$ cat config.mk
export PLATFORM = sky130hd
export DESIGN_NAME = serial_alu_seq
export DESIGN_NICKNAME = d
export VERILOG_FILES = /design/src/rtl/serial_alu_seq_pkg.sv /design/src/rtl/serial_alu_seq_fa.sv /design/src/rtl/serial_alu_seq.sv
export SDC_FILE = /design/constraint.sdc
export NUM_CORES = 1
export LEC_CHECK = 0
export BUFFER_PORTS_ARGS = -buffer_cell sky130_fd_sc_hd__buf_2
export CAP_MARGIN = 20
export CORE_MARGIN = 5
export CORE_UTILIZATION = 50
export CTS_CLUSTER_DIAMETER = 60
export DETAILED_ROUTE_END_ITERATION = 7
export PLACE_DENSITY = 0.88
export SLEW_MARGIN = 20
export SYNTH_ARGS = -nofsm -noshare
export SYNTH_HDL_FRONTEND = slang
export SYNTH_SLANG_ARGS = --single-unit
$ cat constraint.sdc
create_clock -name clock -period 1.55 [get_ports clock]
set_input_delay 0.0775 -clock clock [delete_from_list [all_inputs] [get_ports clock]]
set_output_delay 0.0775 -clock clock [all_outputs]
set_load 0.01 [all_outputs]
$ cat src/rtl/serial_alu_seq_pkg.sv
// Shared definitions for the bit-serial ALU: op encodings, FSM states, default width,
// and the operand-preparation rules applied when an operation is latched.
package serial_alu_seq_pkg;

    localparam int DEFAULT_WIDTH = 32;

    localparam logic [1:0] OP_ADD  = 2'b00;
    localparam logic [1:0] OP_SUB  = 2'b01;
    localparam logic [1:0] OP_NEG  = 2'b10;
    localparam logic [1:0] OP_PASS = 2'b11;

    typedef enum logic [1:0] {
        ST_IDLE = 2'b00,
        ST_RUN  = 2'b01,
        ST_DONE = 2'b10
    } state_t;

    // SUB and NEG add the one's complement of B plus an initial carry of 1.
    function automatic logic invert_b(input logic [1:0] op);
        return (op == OP_SUB) || (op == OP_NEG);
    endfunction

    // NEG and PASS use zero as the A operand.
    function automatic logic zero_a(input logic [1:0] op);
        return (op == OP_NEG) || (op == OP_PASS);
    endfunction

endpackage

$ cat src/rtl/serial_alu_seq_fa.sv
// Single-bit full adder used as the one arithmetic slice of the serial ALU.
module FullAdder (
    input  logic io_a,
    input  logic io_b,
    input  logic io_cin,
    output logic io_sum,
    output logic io_cout
);

    assign io_sum  = io_a ^ io_b ^ io_cin;
    assign io_cout = (io_a & io_b) | (io_cin & (io_a ^ io_b));

endmodule

$ cat src/rtl/serial_alu_seq.sv
// Bit-serial ADD/SUB/NEG/PASS unit: one full adder processes one bit per clock, LSB first,
// so an operation takes WIDTH cycles in RUN plus one DONE cycle.
module serial_alu_seq
    import serial_alu_seq_pkg::*;
#(
    parameter int WIDTH = DEFAULT_WIDTH
) (
    input  logic             clock,
    input  logic             reset,
    input  logic             io_start,
    input  logic [1:0]       io_op,
    input  logic [WIDTH-1:0] io_a,
    input  logic [WIDTH-1:0] io_b,
    output logic             io_busy,
    output logic             io_done,
    output logic [WIDTH-1:0] io_result,
    output logic             io_cout,
    output logic             io_neg
);

    localparam int CW = $clog2(WIDTH);
    localparam logic [CW-1:0] LAST_BIT = CW'(WIDTH - 1);

    state_t           state_reg, state_next;
    logic [WIDTH-1:0] a_reg, b_reg, sum_reg, result_reg;
    logic [WIDTH-1:0] sum_shifted;
    logic [CW-1:0]    cnt_reg;
    logic             carry_reg, cout_reg;
    logic             fa_sum, fa_cout;
    logic             last_bit;

    FullAdder u_fa (
        .io_a   (a_reg[0]),
        .io_b   (b_reg[0]),
        .io_cin (carry_reg),
        .io_sum (fa_sum),
        .io_cout(fa_cout)
    );

    assign last_bit    = (cnt_reg == LAST_BIT);
    assign sum_shifted = {fa_sum, sum_reg[WIDTH-1:1]};

    always_ff @(posedge clock) begin
        if (reset) begin
            state_reg <= ST_IDLE;
        end else begin
            state_reg <= state_next;
        end
    end

    always_comb begin
        state_next = state_reg;
        case (state_reg)
            ST_IDLE: if (io_start) state_next = ST_RUN;
            ST_RUN:  if (last_bit) state_next = ST_DONE;
            ST_DONE: state_next = ST_IDLE;
            default: state_next = ST_IDLE;
        endcase
    end

    always_ff @(posedge clock) begin
        if (reset) begin
            a_reg      <= '0;
            b_reg      <= '0;
            sum_reg    <= '0;
            result_reg <= '0;
            cnt_reg    <= '0;
            carry_reg  <= 1'b0;
            cout_reg   <= 1'b0;
        end else begin
            case (state_reg)
                ST_IDLE: begin
                    if (io_start) begin
                        a_reg     <= zero_a(io_op) ? '0 : io_a;
                        b_reg     <= invert_b(io_op) ? ~io_b : io_b;
                        carry_reg <= invert_b(io_op);
                        cnt_reg   <= '0;
                    end
                end
                ST_RUN: begin
                    // Sum bits enter at the MSB, so after WIDTH shifts bit 0 sits at the LSB.
                    sum_reg   <= sum_shifted;
                    carry_reg <= fa_cout;
                    a_reg     <= {1'b0, a_reg[WIDTH-1:1]};
                    b_reg     <= {1'b0, b_reg[WIDTH-1:1]};
                    cnt_reg   <= cnt_reg + CW'(1);
                    if (last_bit) begin
                        result_reg <= sum_shifted;
                        cout_reg   <= fa_cout;
                    end
                end
                default: ;
            endcase
        end
    end

    assign io_busy   = (state_reg == ST_RUN);
    assign io_done   = (state_reg == ST_DONE);
    assign io_result = result_reg;
    assign io_cout   = cout_reg;
    assign io_neg    = result_reg[WIDTH-1];

endmodule
==> results of run 1 <==
[cells in the mapped netlist (2+ instances only)]
library cell and instances:
and3_1 8, ha_1 4, a21oi_1 91, nor2_1 35, nand2_1 129, and3b_1 2
o22ai_2 20, xor2_1 32, buf_1 2, a221o_1 11, buf_2 23, a22oi_1 29
a211oi_1 26, buf_6 4, clkbuf_1 30, o22ai_1 7, dfxtp_1 136, nand3_1 25
inv_1 3
[area by class of cell]
class                      count  area share (%)
inverter                       4          0.2250
tap                          140           2.250
multi-input combinational    437           35.55
sequential                   136           35.03
clock buffer                  19           5.689
timing repair buffer         192           19.32
clock inverter                12           1.944
[stage by stage]
step	utilization (%)	setup TNS (ns)
final	71.20	-0.3381
after global routing	71.20	-2.228
after CTS	68.94	-0.001744
after detailed placement	57.92	-0.1140
after global placement	57.92	0
after floorplan	-	0
[power groups by stage]
stage / Combinational [mW] / Sequential [mW] / Clock (mW)
finish: 1.02 / 3.74 / 4.06
global route: 1.12 / 3.75 / 4.29
CTS: 0.988 / 3.73 / 4.09
detailed placement: 0.853 / 3.80 / 0
global placement: 0.829 / 3.80 / 0
floorplan: 0.593 / 3.78 / 0
[worst min-delay path, stage by stage]
cell,delay [ns]
buf_2,0.09
xor2_1,0.06
nor2_1,0.08
a221o_1,0.10
[routing by layer]
layer	GRT usage, %	vias up	routed length (um)
met5	0	-	7
met4	9.590	2	488
met3	5.692	49	980
met2	38.63	202	7759
met1	27.78	2470	6409
li1	-	2536	-
[kinds of logic after synthesis]
family / after synthesis / synth area share [%]
buffers and inverters: 65 / 5.487
DFF: 136 / 48.54
adders and majority gates: 5 / 1.249
xor gates and xnor gates: 32 / 4.997
and+or+nand+nor: 208 / 15.77
AOI/OAI and AO/OA: 192 / 23.96
[cells in the final DEF (no fill, tap or decap), types with 11 or more instances in the layout]
cell type / instances
buf_2: 103
nand3_1: 25
buf_4: 19
a21oi_2: 25
nand2_1: 118
dlygate4sd3_1: 56
o22ai_2: 20
a221o_1: 11
a211oi_1: 26
a22oi_1: 29
clkbuf_16: 19
nor2_1: 32
dfxtp_1: 132
a21oi_1: 66
xor2_1: 32
[final timing paths]
path	startpoint	end	cells past startpoint
min reg2reg	io_result[28]	io_result[28]	2
min	io_b[2]	b_reg[2]	4
max	cnt_reg[1]	io_result[13]	7
max reg2reg	cnt_reg[1]	io_result[13]	7
[repair_timing]
| action | CTS | global route |
|---|---|---|
| hold endpoints to repair | 58 | 0 |
| gates resized for setup | 7 | 45 |
| gates cloned | 1 | 3 |
| pin swaps | 0 | 16 |
| hold buffers | 56 | 0 |
| endpoints found under the setup margin | 21 | 43 |
| setup buffers | 0 | 3 |
==> results.json, run 1 <==
{
  "ios": 105,
  "maxCapViolCount": 0,
  "synth_edf_count": 0,
  "yosysTopAreaCell": "dfxtp_1",
  "multi_input_area_mm2": 0.002768,
  "fin_nets": 862,
  "crit_path_end_kind": "flip-flop",
  "holdCritPathClass": "in2reg",
  "min_period_ns": 1.584,
  "async_flop_share_pct": 0,
  "cts.path.max_buffers": 2,
  "worst_ep_arrival_time_ns": 1.93,
  "p_total_mw": 8.829,
  "die_w_um": 115.9,
  "num_rows": 38,
  "wirelength_um": 15650,
  "ys_warn_count": 0,
  "fillers": 787,
  "vdd_ir_drop_max_v": 0.0008509,
  "grt-ovfl-total": 0,
  "numCtsBuffers": 17,
  "fin_cells": 940,
  "setup_viol": 20,
  "synth_cells": 638,
  "antenna_found_initial": 1,
  "power_switching_mw": 2.135,
  "crit_family": "simple AND/OR/NAND/NOR gates",
  "hold_viol_final": 0,
  "rsz0062_at_grt": "true",
  "slew_viol_final": 0,
  "initial_core_util_pct": 51.29,
  "cts.sinks": 136,
  "synth_nets": 712,
  "fmax_mhz": 631.2,
  "fp.dieH_um": 115.9,
  "cp_num_buf_inv": 1,
  "drive_above_1_share_pct": 30.00,
  "ys.flop_type": "dfxtp_1",
  "syn_avg_cell_area_um2": 8.792,
  "synth.area.top_cells": "dfxtp_1, nand2_1, a21oi_1",
  "dp_cells": 846,
  "drc_errors": 0,
  "grt_max_degree": 42,
  "p_sw_share_pct": 24.18,
  "finalWeightedCongestion": 0.7531,
  "p_leak_nw": 3.130,
  "clkPwrFrac_pct": 46.0,
  "p_int_mw": 6.694,
  "critical_path_required_ns": 1.89,
  "ys_seq_area_share_pct": 48.54,
  "io_buffer_count": 104,
  "htree_levels": 4,
  "clock-root-buffer": "clkbuf_16",
  "critPathKind": "reg2reg",
  "dpl_cell_area_mm2": 0.006334,
  "syn_to_final_growth_pct": 38.81,
  "synth_top_cell_area_share_pct": 48.54,
  "first_pass_iters": 5,
  "cp_max_fo": 8,
  "cp_slowest_cell": "dfxtp_2",
  "status": "complete, but fails checks",
  "grt_pass1_vias": 5161,
  "timing.hold.ws_ns": 0.02640,
  "violations": "negative setup slack",
  "die-area_mm2": 0.01344,
  "ys_types": 40,
  "cpMostUsedCell": "ha_4",
  "pwr-share-seq_pct": 42.4,
  "period_share_pct": 102.2,
  "reg2reg_setup_slack_ns": -0.03,
  "wl_per_cell_um": 16.64,
  "finalInstanceArea_mm2": 0.007786,
  "worst_pin_slew_ns": 0.5936,
  "netlist_area_mm2": 0.005609,
  "power_density_mw_per_mm2": 1134,
  "slowest_delay_ns": 0.35,
  "comb_power_share_pct": 11.6,
  "place_ws_ns": -0.03150,
  "synth-seq-cells": 136,
  "cts_tree": "built",
  "first_iter_violations": 483,
  "hpwlAfterDp_um": 8221,
  "grt_first_pass_wirelength_um": 24510,
  "vias": 5259,
  "track_usage_pct": 22.86,
  "path_clk_slew_ns": 0.06,
  "viasPerCell": 5.595,
  "slew_headroom_pct": 60.43,
  "finClkSkew_ns": 0.008393,
  "cp-start-kind": "flip-flop",
  "antenna_left": 0,
  "layout_setup_ws_ns": -0.03418,
  "crit_chain": "ha_4 -> and3_4 -> ha_4 -> and3b_2 -> buf_6 -> nand2_2 -> a21oi_2",
  "core_area_mm2": 0.01094,
  "clk_latency_ns": 0.41,
  "ff_latch_area_mm2": 0.002728,
  "diodes": 0
}
No activity file was read; power rests on OpenSTA's default activity.
==> run 2: changes to the inputs <==
--- a/config.mk
+++ b/config.mk
@@ -8,10 +8,11 @@
 export BUFFER_PORTS_ARGS = -buffer_cell sky130_fd_sc_hd__buf_2
 export CAP_MARGIN = 20
 export CORE_MARGIN = 5
-export CORE_UTILIZATION = 50
+export CORE_UTILIZATION = 52
+export CTS_BUF_LIST = sky130_fd_sc_hd__clkbuf_8
 export CTS_CLUSTER_DIAMETER = 60
 export DETAILED_ROUTE_END_ITERATION = 7
-export PLACE_DENSITY = 0.88
+export PLACE_DENSITY = 0.9
 export SLEW_MARGIN = 20
 export SYNTH_ARGS = -nofsm -noshare
 export SYNTH_HDL_FRONTEND = slang
==> run 2 against run 1 <==
The flow still finishes with violations (negative setup slack). Sequential power about the same. Global-route usage increased by 0.45 points. Setup slack got worse by 0.056 ns. Total power decreased by 12%. Clock-buffer cell count decreased by 2. Critical path type unchanged. First-iteration DRC count increased by 13%. Combinational power about the same.
==> results.json, run 2 (synthesized netlist as in run 1, its figures left out) <==
{
  "timing.hold.ws_ns": 0.03679,
  "crit_path_end_kind": "flip-flop",
  "ios": 105,
  "violations": "negative setup slack",
  "grtUsageMet2_pct": 39.77,
  "fp.dieH_um": 113.9,
  "antenna_left": 0,
  "layout_setup_ws_ns": -0.09043,
  "ff_latch_area_mm2": 0.002728,
  "final_common_cell": "dfxtp_1",
  "io_buffer_count": 104,
  "holdCritPathClass": "in2reg",
  "min_period_ns": 1.640,
  "fin_cells": 944,
  "critical_path_required_ns": 1.89,
  "path_clk_slew_ns": 0.08,
  "crit_chain": "ha_4 -> and3_4 -> ha_4 -> and3b_2 -> clkbuf_16 -> nand2_1 -> a21oi_1",
  "core_area_mm2": 0.01070,
  "initial_core_util_pct": 52.43,
  "first_iter_violations": 544,
  "finClkSkew_ns": 0.01181,
  "fin_nets": 863,
  "setup_viol": 30,
  "mostFrequentLayoutCells": "dfxtp_1, nand2_1, buf_2, a21oi_1, dlygate4sd3_1",
  "grt_busiest_layer": "met2",
  "place_ws_ns": -0.01185,
  "track_usage_pct": 23.31,
  "drc_errors": 0,
  "numCtsBuffers": 17,
  "r2r_end": "io_result[9]",
  "viasPerCell": 5.626,
  "hold-path-endpoint": "b_reg[2]",
  "hpwlAfterDp_um": 7956,
  "reg2reg_depth": 7,
  "rsz0062_at_grt": "true",
  "grt-ovfl-total": 0,
  "period_share_pct": 105.8,
  "cts_tree": "built",
  "slowest_delay_ns": 0.36,
  "p_leak_nw": 3.087,
  "crit_family": "simple AND/OR/NAND/NOR gates",
  "fillers": 772,
  "cp-start-kind": "flip-flop",
  "power_density_mw_per_mm2": 1027,
  "maxCapViolCount": 0,
  "cp_slowest_cell": "dfxtp_2",
  "cp_max_fo": 16,
  "die_w_um": 113.9,
  "clk_latency_ns": 0.42,
  "wl_per_cell_um": 16.71,
  "cp_num_buf_inv": 1,
  "dp_cells": 844,
  "worst_ep_arrival_time_ns": 1.98,
  "clock-root-buffer": "clkbuf_8",
  "cts.path.max_buffers": 2,
  "wirelength_um": 15770,
  "min_from": "io_b[2]",
  "fmax_mhz": 609.6,
  "cts.sinks": 136,
  "hold_viol_final": 0,
  "drive_above_1_share_pct": 27.06,
  "grt_first_pass_wirelength_um": 24500,
  "finalWeightedCongestion": 0.7304,
  "antenna_found_initial": 1,
  "slew_headroom_pct": 48.06,
  "vdd_ir_drop_max_v": 0.0007174,
  "fin_tns_setup_ns": -1.771,
  "vias": 5311,
  "critPathKind": "reg2reg",
  "status": "complete, but fails checks",
  "slew_viol_final": 0,
  "cpMostUsedCell": "ha_4",
  "grt_max_degree": 80,
  "first_pass_iters": 7,
  "die-area_mm2": 0.01296,
  "critical_path_depth": 7,
  "worst_pin_slew_ns": 0.7762,
  "num_rows": 38,
  "use_met1_pct": 27.45,
  "grt_pass1_vias": 5114,
  "met3_usage_pct": 6.578,
  "htree_levels": 4,
  "syn_to_final_growth_pct": 35.31,
  "reg2reg_setup_slack_ns": -0.09,
  "r2r-start": "cnt_reg[0]",
  "multi_input_area_mm2": 0.002710,
  "min_path_cells": 4
}
run 2: cell types whose count changed in the layout (fill, tap and decap cells not counted), sizes merged:
cell,change
buf,-4
dlygate4sd3,+4
inv,+4
diode,+2
clkbuf,-1
clkinv,-1
run 2: per-stage QoR:
step | cell area, um2 | power (mW) | util [%]
2_1_floorplan | 5624 | 4.374 | -
3_3_place_gp | 6319 | 4.621 | 59.06
3_5_place_dp | 6319 | 4.652 | 59.06
4_1_cts | 7368 | 7.767 | 68.88
5_1_grt | 7587 | 8.124 | 70.92
6_report | 7590 | 7.793 | 70.95
run 2: metal layers:
layer | routed length [um] | up-vias
li1 | - | 2540
met1 | 6190 | 2483
met2 | 7985 | 231
met3 | 1007 | 57
met4 | 588 | 0
met5 | 0 | -
run 2: tightest hold or removal path: cells and delay by family:
| kind | cells | cell delay [ns] |
|---|---|---|
| xor gates and xnor gates | 1 | 0.06 |
| AOI/OAI and AO/OA | 1 | 0.10 |
| buffers and inverters | 1 | 0.09 |
| and+or+nand+nor | 1 | 0.09 |
run 2: worst max path at each step:
stage,startpoint,to,slack [ns]
after global routing,cnt_reg[1],io_result[15],-0.16
after CTS,cnt_reg[1],io_result[12],0.0001
after global placement,state_reg[1],b_reg[2],0.003
final,cnt_reg[0],io_result[9],-0.09
after detailed placement,state_reg[1],b_reg[0],-0.01
after floorplan,cnt_reg[0],io_result[1],0.01
run 2: layout make-up:
| class | count | share of cell area [%] |
|---|---|---|
| sequential | 136 | 35.94 |
| multi-input combinational | 437 | 35.71 |
| timing repair buffer | 193 | 20.33 |
| clock buffer | 17 | 3.083 |
| clock inverter | 15 | 2.341 |
| tap | 140 | 2.308 |
| inverter | 4 | 0.2308 |
| antenna | 2 | 0.06594 |
run 2: where the power goes:
group	total (mW)	switching, mW	internal (mW)
Combinational	1.04	0.548	0.491
Clock	3.02	1.42	1.60
Sequential	3.73	0.0892	3.64
Total	7.79	2.06	5.74
run 2: timing repair:
action                                  in CTS  in global routing
hold buffers                                59                  1
endpoints found under the hold margin       59                  1
resized for setup                            6                 30
pin swaps                                    0                  5
cloned                                       1                  3
buffers inserted                             0                  2
endpoints found under the setup margin      17                 73
==> run 3: changes to the inputs <==
--- a/config.mk
+++ b/config.mk
@@ -11,8 +11,10 @@
 export CORE_UTILIZATION = 52
 export CTS_BUF_LIST = sky130_fd_sc_hd__clkbuf_8
 export CTS_CLUSTER_DIAMETER = 60
+export CTS_CLUSTER_SIZE = 10
 export DETAILED_ROUTE_END_ITERATION = 7
 export PLACE_DENSITY = 0.9
+export REMOVE_ABC_BUFFERS = 1
 export SLEW_MARGIN = 20
 export SYNTH_ARGS = -nofsm -noshare
 export SYNTH_HDL_FRONTEND = slang
==> run 3 against run 2 <==
The flow still finishes with violations (negative setup slack). Sequential share of layout area decreased by 0.60 points. Die area unchanged. Critical path depth increased by 1. Utilization increased by 1.2 points. Worst hold slack about the same. Via count decreased by 1.8%. Wire length decreased by 4.5%.
==> results.json, run 3 (synthesized netlist as in run 1, its figures left out) <==
{
  "final_common_cell": "dfxtp_1",
  "slew_headroom_pct": 58.44,
  "first_iter_violations": 483,
  "worst_pin_slew_ns": 0.6234,
  "status": "complete, but fails checks",
  "wirelength_um": 15070,
  "dp_cells": 848,
  "slew_viol_final": 0,
  "drive_above_1_share_pct": 29.38,
  "violations": "negative setup slack",
  "track_usage_pct": 22.75,
  "fp.dieH_um": 113.9,
  "multi_input_area_mm2": 0.002754,
  "drc_errors": 0,
  "cts_tree": "built",
  "fillers": 778,
  "fin_cells": 950,
  "vias": 5216,
  "power_density_mw_per_mm2": 1048,
  "timing.hold.ws_ns": 0.03697,
  "htree_levels": 4,
  "antenna_found_initial": 0,
  "viasPerCell": 5.491,
  "die-area_mm2": 0.01296,
  "first_pass_iters": 5,
  "cts.sinks": 136,
  "fin_util_pct": 72.15,
  "grt-ovfl-total": 0,
  "layout_setup_ws_ns": -0.05605,
  "clk_latency_ns": 0.42,
  "cp_max_fo": 8,
  "p_total_mw": 8.087,
  "finClkSkew_ns": 0.01366,
  "fin_tns_setup_ns": -0.3528,
  "reg2reg_setup_slack_ns": -0.06,
  "grt_pass1_vias": 4942,
  "vdd_ir_drop_max_v": 0.0006763,
  "fmax_mhz": 622.6,
  "min_period_ns": 1.606,
  "ff_latch_area_mm2": 0.002728,
  "hpwlAfterDp_um": 8224,
  "crit_path_end_kind": "flip-flop",
  "p_leak_nw": 3.153,
  "grt_first_pass_wirelength_um": 23870,
  "syn_to_final_growth_pct": 37.61,
  "maxCapViolCount": 0,
  "wl_per_cell_um": 15.86,
  "fin_nets": 871,
  "cp-start-kind": "flip-flop",
  "mostFrequentLayoutCells": "dfxtp_1, nand2_1, buf_2, a21oi_1, dlygate4sd3_1",
  "grt_max_degree": 48,
  "core_area_mm2": 0.01070,
  "cts.path.max_buffers": 2,
  "critPathKind": "reg2reg",
  "diodes": 0,
  "io_buffer_count": 104,
  "holdCritPathClass": "in2reg",
  "ios": 105,
  "finalWeightedCongestion": 0.7891,
  "critical_path_required_ns": 1.85,
  "numCtsBuffers": 17,
  "path_clk_slew_ns": 0.09,
  "rsz0062_at_grt": "true",
  "period_share_pct": 103.6,
  "die_w_um": 113.9,
  "initial_core_util_pct": 52.43,
  "num_rows": 38,
  "hold_viol_final": 0,
  "worst_ep_arrival_time_ns": 1.91,
  "clock-root-buffer": "clkbuf_8",
  "setup_viol": 9,
  "antenna_left": 0
}
run 3: changes by cell type in the layout (fill, tap and decap cells not counted), moves of 3 or more:
cell and delta:
a21oi_2 +5, buf_4 +7, a21oi_1 -5, nand2_2 +6, inv_6 +3, nand2_1 -7, clkbuf_16 -3
run 3: where the power goes:
group / switching [mW] / total [mW] / internal (mW)
Combinational: 0.535 / 1.04 / 0.503
Sequential: 0.0861 / 3.73 / 3.64
Clock: 1.47 / 3.32 / 1.85
run 3: path summary, 6_finish.rpt:
kind,startpoint,to,cells past startpoint
setup / recovery,cnt_reg[0],io_result[17],8
hold / removal,io_b[1],b_reg[1],4
setup reg to reg,cnt_reg[0],io_result[17],8
hold reg to reg,io_result[14],io_result[14],2
run 3: what timing repair did:
item                                    in CTS  in global routing
hold buffers                                62                  0
setup buffers                                3                  3
gates cloned                                 3                  0
hold endpoints to repair                    62                  0
resized for setup                           23                 30
endpoints found under the setup margin      47                 62
pin swaps                                    6                  7
run 3: critical path, stage by stage, from the launching register on:
cell	delay, ns
dfxtp_2	0.34
ha_4	0.16
and3_4	0.18
ha_4	0.15
and3b_2	0.25
buf_12	0.14
buf_16	0.14
nand2_2	0.07
a21oi_1	0.05
run 3: final cells by class:
cell class	instances	share of cell area, %
multi-input combinational	437	35.68
sequential	136	35.34
timing repair buffer	201	20.52
clock buffer	18	3.210
clock inverter	14	2.723
tap	140	2.269
inverter	4	0.2594
run 3: layer usage:
| layer | global-route usage (%) | wire length, um | up-vias |
|---|---|---|---|
| met1 | 28.05 | 6200 | 2445 |
| met5 | 0 | 0 | - |
| met3 | 5.623 | 848 | 27 |
| li1 | - | - | 2548 |
| met4 | 6.572 | 243 | 0 |
| met2 | 39.46 | 7778 | 196 |
run 3: per-stage QoR:
| step | cell area, um2 | setup WS [ns] |
|---|---|---|
| after floorplan | 5316 | -1.498 |
| after global placement | 6346 | -0.0009655 |
| after detailed placement | 6346 | -0.06601 |
| after CTS | 7619 | -0.04169 |
| after global routing | 7719 | -0.1037 |
| final | 7719 | -0.05605 |
